--- config.mk ---
export PLATFORM = sky130hd
export DESIGN_NAME = m3_commutation_seq
export DESIGN_NICKNAME = d
export VERILOG_FILES = /design/src/rtl/m3_commutation_seq.sv
export SDC_FILE = /design/constraint.sdc
export NUM_CORES = 1
export LEC_CHECK = 0
export CORE_UTILIZATION = 49
export CTS_CLUSTER_DIAMETER = 80
export DETAILED_ROUTE_END_ITERATION = 16
export PLACE_DENSITY = 0.82
export SLEW_MARGIN = 40
export SYNTH_ARGS = -nofsm -noshare
export SYNTH_HDL_FRONTEND = slang
export SYNTH_SLANG_ARGS = --single-unit
--- constraint.sdc ---
create_clock -name clkI -period 3.7 [get_ports clkI]
set_input_delay 0.74 -clock clkI [delete_from_list [all_inputs] [get_ports clkI]]
set_output_delay 0.74 -clock clkI [all_outputs]
set_load 0.05 [all_outputs]
--- src/rtl/m3_commutation_seq.sv ---
// Six-step BLDC commutation sequencer driving three irs2007s half-bridge phase codes with high-side PWM.
// Latency: every output is registered and follows the state/counter change that causes it by one clock.
// Backpressure: none; inputs are levels sampled every clock, and outputs are driven continuously.
module m3_commutation_seq #(
    parameter int BRAKE_CYCLES = 1000,
    parameter int MIN_PERIOD   = 2
) (
    input  logic        clkI,
    input  logic        nRstI,
    input  logic        m3runI,
    input  logic        m3forceStopI,
    input  logic        m3invRotateI,
    input  logic [15:0] stepPeriodI,
    input  logic [7:0]  dutyI,
    output logic [1:0]  phaseAo,
    output logic [1:0]  phaseBo,
    output logic [1:0]  phaseCo,
    output logic [2:0]  stepO,
    output logic        stepStrobeO,
    output logic        busyO
);

    // The brake counter only ever holds 0..BRAKE_CYCLES-1.
    localparam int BCW = (BRAKE_CYCLES > 1) ? $clog2(BRAKE_CYCLES) : 1;
    localparam logic [BCW-1:0] BRAKE_LAST = BCW'(BRAKE_CYCLES - 1);
    localparam logic [15:0]    MIN_P      = 16'(MIN_PERIOD);

    localparam logic [1:0] PH_FLOAT = 2'd0;
    localparam logic [1:0] PH_LOW   = 2'd1;
    localparam logic [1:0] PH_HIGH  = 2'd2;

    typedef enum logic [1:0] {
        IDLE  = 2'd0,
        RUN   = 2'd1,
        BRAKE = 2'd2
    } stateT;

    stateT          state;
    stateT          nextState;
    logic [2:0]     stepCnt;
    logic [2:0]     nextStep;
    logic [15:0]    stepTimer;
    logic [15:0]    period;
    logic [15:0]    clampedPeriod;
    logic [7:0]     pwmCnt;
    logic [BCW-1:0] brakeCnt;
    logic           stepPulse;
    logic           stepBoundary;
    logic [1:0]     hiCode;
    logic [1:0]     phA;
    logic [1:0]     phB;
    logic [1:0]     phC;

    // State register.
    always_ff @(posedge clkI or negedge nRstI) begin
        if (!nRstI) begin
            state <= IDLE;
        end else begin
            state <= nextState;
        end
    end

    // Next-state logic: force-stop beats everything, brake restarts while it is held.
    always_comb begin
        nextState = state;
        case (state)
            IDLE: begin
                if (m3forceStopI) begin
                    nextState = BRAKE;
                end else if (m3runI && (stepPeriodI != 16'd0)) begin
                    nextState = RUN;
                end
            end
            RUN: begin
                if (m3forceStopI) begin
                    nextState = BRAKE;
                end else if (!m3runI) begin
                    nextState = IDLE;
                end
            end
            BRAKE: begin
                if (!m3forceStopI && (brakeCnt == BRAKE_LAST)) begin
                    nextState = IDLE;
                end
            end
            default: nextState = IDLE;
        endcase
    end

    // Step boundary, clamped period and the next step index in the sampled direction.
    always_comb begin
        stepBoundary  = (state == RUN) && (nextState == RUN) && (stepTimer == period - 16'd1);
        clampedPeriod = (stepPeriodI < MIN_P) ? MIN_P : stepPeriodI;
        if (m3invRotateI) begin
            nextStep = (stepCnt == 3'd0) ? 3'd5 : stepCnt - 3'd1;
        end else begin
            nextStep = (stepCnt == 3'd5) ? 3'd0 : stepCnt + 3'd1;
        end
    end

    // Step timer, PWM counter, period latch and step counter; both counters sit at 0 outside RUN.
    always_ff @(posedge clkI or negedge nRstI) begin
        if (!nRstI) begin
            stepTimer <= 16'd0;
            pwmCnt    <= 8'd0;
            period    <= 16'd0;
            stepCnt   <= 3'd0;
            stepPulse <= 1'b0;
        end else begin
            stepPulse <= stepBoundary;
            if (nextState == RUN) begin
                if (state != RUN) begin
                    stepTimer <= 16'd0;
                    pwmCnt    <= 8'd0;
                    period    <= clampedPeriod;
                end else begin
                    pwmCnt <= pwmCnt + 8'd1;
                    if (stepBoundary) begin
                        stepTimer <= 16'd0;
                        period    <= clampedPeriod;
                        stepCnt   <= nextStep;
                    end else begin
                        stepTimer <= stepTimer + 16'd1;
                    end
                end
            end else begin
                stepTimer <= 16'd0;
                pwmCnt    <= 8'd0;
            end
        end
    end

    // Brake duration counter; restarts on entry and for as long as force-stop is held.
    always_ff @(posedge clkI or negedge nRstI) begin
        if (!nRstI) begin
            brakeCnt <= '0;
        end else if ((nextState == BRAKE) && ((state != BRAKE) || m3forceStopI)) begin
            brakeCnt <= '0;
        end else if (nextState == BRAKE) begin
            brakeCnt <= brakeCnt + 1'b1;
        end else begin
            brakeCnt <= '0;
        end
    end

    // Phase codes from the commutation table: high side is PWM-gated, low side solid, third floats.
    always_comb begin
        hiCode = (pwmCnt < dutyI) ? PH_HIGH : PH_FLOAT;
        phA    = PH_FLOAT;
        phB    = PH_FLOAT;
        phC    = PH_FLOAT;
        if (state == BRAKE) begin
            phA = PH_LOW;
            phB = PH_LOW;
            phC = PH_LOW;
        end else if (state == RUN) begin
            case (stepCnt)
                3'd0: begin phA = hiCode; phB = PH_LOW; end
                3'd1: begin phA = hiCode; phC = PH_LOW; end
                3'd2: begin phB = hiCode; phC = PH_LOW; end
                3'd3: begin phB = hiCode; phA = PH_LOW; end
                3'd4: begin phC = hiCode; phA = PH_LOW; end
                3'd5: begin phC = hiCode; phB = PH_LOW; end
                default: begin end
            endcase
        end
    end

    // Output registers, one clock behind the internal state.
    always_ff @(posedge clkI or negedge nRstI) begin
        if (!nRstI) begin
            phaseAo     <= PH_FLOAT;
            phaseBo     <= PH_FLOAT;
            phaseCo     <= PH_FLOAT;
            stepO       <= 3'd0;
            stepStrobeO <= 1'b0;
            busyO       <= 1'b0;
        end else begin
            phaseAo     <= phA;
            phaseBo     <= phB;
            phaseCo     <= phC;
            stepO       <= stepCnt;
            stepStrobeO <= stepPulse;
            busyO       <= (state != IDLE);
        end
    end

endmodule

==> results.py <==
metrics = {
    "setup_path": {
        "ff2ff_path_depth": 7,
        "endpoint_kind": "flip-flop",
        "cp_max_fo": 16,
        "critPathCapture": "stepTimer[7]",
        "worstPathRequired_ns": 3.91,
        "r2r-end": "stepTimer[7]",
        "critical_path_arrival_ns": 3.53,
        "r2r_slack_ns": 0.38,
        "cp-start-kind": "flip-flop",
        "critPathKind": "flip-flop to flip-flop",
        "crit_path_start": "period[2]",
        "reg2reg_from": "period[2]",
    },
    "timing": {
        "hold_viol_final": 0,
        "fmax_ghz": 0.301,
        "min_period_ns": 3.32,
        "setup-tns-final_ns": 0,
        "finalSetupViolCount": 0,
        "whs_ns": 0.354,
        "finalMaxSlewViolations": 0,
        "setup_ws_ns": 0.376,
        "period_share": 0.898,
        "maxSlewHeadroom": 0.500,
        "rsz0062_at_grt": "no",
        "tightest_slew_ns": 0.740,
        "fin_worst_skew_ns": 0.0101,
    },
    "power_and_ir_drop": {
        "ir_drop_v": 0.000244,
        "switching_power_uw": 469,
        "p_clk_frac": 0.397,
        "power_density_mw_per_mm2": 394,
        "p_leak_uw": 0.00192,
        "power.internal_uw": 1260,
        "swShare": 0.271,
        "report.power.total_uw": 1730,
        "seqPwrFrac": 0.470,
        "combinationalPowerShare": 0.133,
    },
    "grt": {
        "grt_overflow_total": 0,
        "grt_antenna_before_repair": 0,
        "first_global_vias": 2699,
        "grt_usage": 0.217,
        "grt_pass1_wl_mm": 12.9,
        "grt_max_degree": 68,
    },
    "drt": {
        "wire_per_inst_um": 15.4,
        "first_pass_iters": 4,
        "num_vias": 2769,
        "finalWirelength_mm": 7.77,
        "drcViolationCount": 0,
        "drtIter0Drc": 230,
        "ant_nets": 0,
        "vias_per_cell": 5.47,
    },
    "clock_network": {
        "cts_tree": "yes",
        "post_cts_resized": 0,
        "cts_buffers": 9,
        "cts.path.max_buffers": 2,
        "postCtsSetupBuffers": 0,
        "postCtsHoldBufs": 0,
        "clock_latency_ns": 0.36,
        "cts_sinks": 67,
        "htree_levels": 3,
        "clockRootBuffer": "clkbuf_8",
        "path_clk_slew_ns": 0.08,
    },
    "yosys": {
        "syn_inst": 362,
        "syn_area_mm2": 0.00371,
        "avgSynthCellArea_um2": 10.3,
        "ys_seq_area_frac": 0.452,
        "ys_seq_elements": 67,
        "synth_top_cell_area_share": 0.452,
        "syn-num-nets": 403,
        "yosysMostFrequentCell": "dfrtp_1",
        "yosys_warnings": 0,
        "synth.top_cells.by_count": "dfrtp_1 (67), nor2_1 (49), xor2_1 (26)",
        "netlist-cell-type-count": 56,
        "synthArstFlopShare": 1.00,
        "yosys_most_used_dff": "dfrtp_1",
        "synth-edff-count": 0,
        "synth_area_leaders": "dfrtp_1 (45%), xor2_1 (6.1%), xnor2_1 (5.4%)",
        "synth_area_leader_cell": "dfrtp_1",
    },
    "placement": {
        "place_hpwl_mm": 5.67,
        "place_ws_ns": 0.322,
        "place_congestion": 0.855,
        "io_buffer_count": 39,
    },
    "die": {
        "row_count": 31,
        "die_area_mm2": 0.00793,
        "die_w_um": 89.0,
        "fp.dieH_um": 89.0,
        "io_pins": 40,
        "core_area_mm2": 0.00729,
        "start_util": 0.509,
    },
    "job": {
        "drv_cap": 0,
    },
    "cells_and_area": {
        "fin_nets": 443,
        "diodes": 0,
        "area_delta_synth_final_pct": 18.5,
        "layout-drive-gt1-share": 0.111,
    },
    "hold_path": {
        "min_path_type": "flip-flop to flip-flop",
    },
    "status": {
        "outcome": "finished clean",
    },
}
-- per-layer routing --
metal | GRT usage | part of all wire | wire (um)
met3 | 0.0545 | 0.039 | 301
met2 | 0.351 | 0.50 | 3870
met4 | 0.0938 | 0.017 | 133
met5 | 0 | 0 | 0
met1 | 0.277 | 0.45 | 3460
-- how the worst min path moves through the flow --
stage	start	endpoint	slack, ns	cells past startpoint
after detailed placement	stepPulse	stepStrobeO	0.34	0
after CTS	stepPulse	stepStrobeO	0.36	0
final	stepPulse	stepStrobeO	0.35	0
after global routing	stepPulse	stepStrobeO	0.36	0
after global placement	stepPulse	stepStrobeO	0.33	0
after floorplan	stepPulse	stepStrobeO	0.33	0
-- area by class of cell --
cell class,count,area [um2]
clock inverters,7,100
well taps,99,124
clock buffers,9,124
repair buffers,42,412
flip-flops and latches,67,1680
multi-input cells,265,1900
inverters,17,63.8
fillers,617,2890
-- power groups by stage --
stage / combinational, uW / clock [uW] / sequential (uW)
detailed placement: 229 / 0 / 826
finish: 230 / 687 / 814
global route: 255 / 734 / 820
global placement: 218 / 0 / 825
CTS: 230 / 698 / 813
floorplan: 165 / 0 / 803
-- placed cells by master, fill, tap and decap left out, drive strengths merged, types with 12 or more instances in the layout --
| cell | n |
|---|---|
| ha | 12 |
| inv | 18 |
| xor2 | 26 |
| clkdlybuf4s50 | 38 |
| xnor2 | 23 |
| nor2 | 49 |
| nand3 | 18 |
| mux2 | 15 |
| nand2 | 16 |
| dfrtp | 67 |
-- registers in the layout, summed over array words and instances, names as in the netlist, 3 cells and up --
| register | flops |
|---|---|
| stepO | 3 |
| stepCnt | 3 |
| stepTimer | 16 |
| brakeCnt | 10 |
| period | 16 |
| pwmCnt | 8 |
-- per-stage QoR --
stage | cells | utilization | instance area, um2
after CTS | 506 | 0.603 | 4390
after detailed placement | 490 | 0.572 | 4170
final | 506 | 0.603 | 4400
after global routing | 506 | 0.603 | 4400
after global placement | 490 | 0.572 | 4170
after floorplan | 362 | - | 3710
-- cell families (layout without fill, tap and decap cells) --
family | count (synthesis) | after routing | synth area share
and+or+nand+nor | 143 | 143 | 0.201
DFF | 67 | 67 | 0.452
xor gates and xnor gates | 49 | 49 | 0.116
AOI/OAI and AO/OA | 44 | 44 | 0.0958
buffers and inverters | 30 | 75 | 0.0367
muxes | 17 | 17 | 0.0590
adders and majority gates | 12 | 12 | 0.0405
-- worst max-delay path: stages (launching register included) --
cell       delay [ns]
dfrtp_1          0.51
or4_1            0.52
or3_1            0.33
a2111oi_0        0.48
nand4_1          0.22
a2111oi_4        0.44
or2_1            0.54
nor2_1           0.13
Power figures use the tool's default switching activity.
==> edit, RTL diff (same settings) <==
Make the reset (`nRstI`) synchronous in 4 clocked blocks.
--- a/src/rtl/m3_commutation_seq.sv
+++ b/src/rtl/m3_commutation_seq.sv
@@ -52,7 +52,7 @@
     logic [1:0]     phC;
 
     // State register.
-    always_ff @(posedge clkI or negedge nRstI) begin
+    always_ff @(posedge clkI) begin
         if (!nRstI) begin
             state <= IDLE;
         end else begin
@@ -99,7 +99,7 @@
     end
 
     // Step timer, PWM counter, period latch and step counter; both counters sit at 0 outside RUN.
-    always_ff @(posedge clkI or negedge nRstI) begin
+    always_ff @(posedge clkI) begin
         if (!nRstI) begin
             stepTimer <= 16'd0;
             pwmCnt    <= 8'd0;
@@ -131,7 +131,7 @@
     end
 
     // Brake duration counter; restarts on entry and for as long as force-stop is held.
-    always_ff @(posedge clkI or negedge nRstI) begin
+    always_ff @(posedge clkI) begin
         if (!nRstI) begin
             brakeCnt <= '0;
         end else if ((nextState == BRAKE) && ((state != BRAKE) || m3forceStopI)) begin
@@ -167,7 +167,7 @@
     end
 
     // Output registers, one clock behind the internal state.
-    always_ff @(posedge clkI or negedge nRstI) begin
+    always_ff @(posedge clkI) begin
         if (!nRstI) begin
             phaseAo     <= PH_FLOAT;
             phaseBo     <= PH_FLOAT;
Formal check against the unedited RTL: differs if nRstI is asserted again (counterexample within 4 cycles, from zero or initial values and one cycle with nRstI low); with nRstI held inactive, the same outputs for 10 cycles.
==> edit against the original RTL <==
  * Worst hold slack gained 91 ps
  * Power shrank 16%
  * Worst setup slack gained 450 ps
  * Routed wire length shrank 14%
  * Critical endpoint is now stepTimer[5]
  * Synthesized area shrank 8.1%
  * Design area shrank 8.7%
  * Sequential cell count is the same
  * Highest routed layer unchanged
==> edit: results (changes against the original RTL) <==
| Metric | Value |
|---|---|
| Asr flop ratio synth | `0% (-100 points)` |
| Clock Skew | `10.1 ps (+0.00170 ps)` |
| CP max-delay cell | `or2_1` |
| DP Worst Slack | `447 ps (+125 ps)` |
| Initial antenna violation count | `0 (unchanged)` |
| Crit path max-delay family | `simple AND/OR/NAND/NOR gates` |
| GP Congestion | `0.875 (+2.3%)` |
| Setup Buffers After CTS | `0 (unchanged)` |
| Yosys warning count | `0 (unchanged)` |
| Worst Path Max Fanout | `16 (unchanged)` |
| Prevailing post-synth register cell | `dfxtp_1` |
| Cell Area, Placed | `3850 um^2 (-7.7%)` |
| Tot GR Track Use | `20.0% (-1.6 points)` |
| Routed WL per cell | `12.9 um (-16%)` |
| First-pass GRT wire length | `11500 um (-11%)` |
| Max Buffers Root-to-Sink | `2 (unchanged)` |
| Arrival time worst endpoint | `3080 ps (-450 ps)` |
| Peak supply drop | `0.190 mV (-22%)` |
| Non-filler cells, final | `518 (+2.4%)` |
| Sw frac | `26.9% (-0.22 points)` |
| DRT Pass-1 Iters | `7 (+3)` |
| Slew @ Worst Pin | `634 ps (-106 ps)` |
| Final nets | `474 (+7.0%)` |
| Placed Cells | `502 (+2.4%)` |
| Synth Instances | `395 (+9.1%)` |
| Hpwl dp | `5050 um (-11%)` |
| Htree depth | `3 (unchanged)` |
| Clk Tree Root Cell | `clkbuf_8` |
| Commonest cells in the netlist | `67 x dfxtp_1, 54 x nor2_1, 45 x nand2_1` |
| Synth cell types | `46 (-18%)` |
| Vias in the first global route | `2596 (-3.8%)` |
| Regs by FF count | `period: 16 flops, stepTimer: 16 flops, brakeCnt: 10 flops` |
| Share of cells above drive strength 1 | `5.25% (-5.8 points)` |
| IO Port Bufs | `39 (unchanged)` |
| Worst hold path class | `reg -> reg` |
| Synthesized Nets | `436 (+8.2%)` |
| 1st-iter DRT viols | `144 (-37%)` |
| Static leakage | `1.65 nW (-14%)` |
| Ant. Diodes | `0 (unchanged)` |
| Clk pin slew, worst setup/hold paths | `80 ps (about the same)` |
| Vias per inst | `5.34 (-2.4%)` |
| Largest net degree at the start of global routing | `39 (-43%)` |
| Critical Path Max Stage Delay | `480 ps (-60 ps)` |
| Post-CTS sizing | `0 (unchanged)` |
| Status | `finished clean` |
| Largest cells by area after synthesis | `dfxtp_1 39%, xnor2_1 6.9%, xor2_1 6.9%` |
| Clk_lat worst skew | `350 ps` |
| Seq/Total Area, Yosys | `39.3% (-5.8 points)` |
| CTS Buf Count | `9 (unchanged)` |
[edit: cell types whose count changed after synthesis, sizes merged, moves of 4 or more]
cell,before,now
dfxtp,0,67
mux2i,2,17
dfrtp,67,0
and2,3,7
mux2,15,0
xnor2,23,27
nor2,49,54
nand2,16,45
[edit: path summary, 6_finish.rpt]
path / depth (start not counted) / slack, ps / endpoint / startpoint
setup / recovery: 7 / 830 / stepTimer[5] / m3forceStopI
hold / removal: 1 / 450 / stepStrobeO / stepPulse
setup reg to reg: 9 / 920 / stepTimer[5] / period[0]
hold reg to reg: 1 / 450 / stepStrobeO / stepPulse
[edit: per-layer routing]
metal | wire length [um] | GRT usage, % | up-vias
li1 | - | - | 1414
met1 | 3160 | 24.6 | 1286
met2 | 3210 | 33.0 | 56
met3 | 199 | 3.89 | 10
met4 | 119 | 11.2 | 0
met5 | 0 | 0 | -
[edit: worst reg2reg max path: stages (launching register included)]
cell      delay [ps]
dfxtp_1          370
inv_1             80
ha_1             290
nor4b_4          380
nand4_1          170
xnor2_1          170
o211ai_1         200
nor4_4           390
or2_1            480
nor2_1           120
[edit: kinds of logic (layout without fill, tap and decap cells)]
group	count (synthesis)	count (layout)	synth area share, %
simple gates	176	176	25.9
flops	67	67	39.3
xor+xnor	54	54	13.9
compound gates	37	37	7.49
buf+inv	32	75	3.96
mux	17	17	4.99
fa+ha+maj	12	12	4.40
[edit: power groups by stage]
stage	logic [mW]	clock network (mW)	registers [mW]
floorplan	0.115	0	0.775
global placement	0.181	0	0.768
detailed placement	0.185	0	0.769
CTS	0.186	0.540	0.752
global route	0.204	0.573	0.754
finish	0.185	0.524	0.752
[edit: final cells by class]
type	instances	area [um^2]
fill	600	2740
multi-input combinational	296	1930
sequential	67	1340
timing repair buffer	41	405
clock buffer	10	128
tap	80	100
inverter	18	67.6
clock inverter	6	41.3
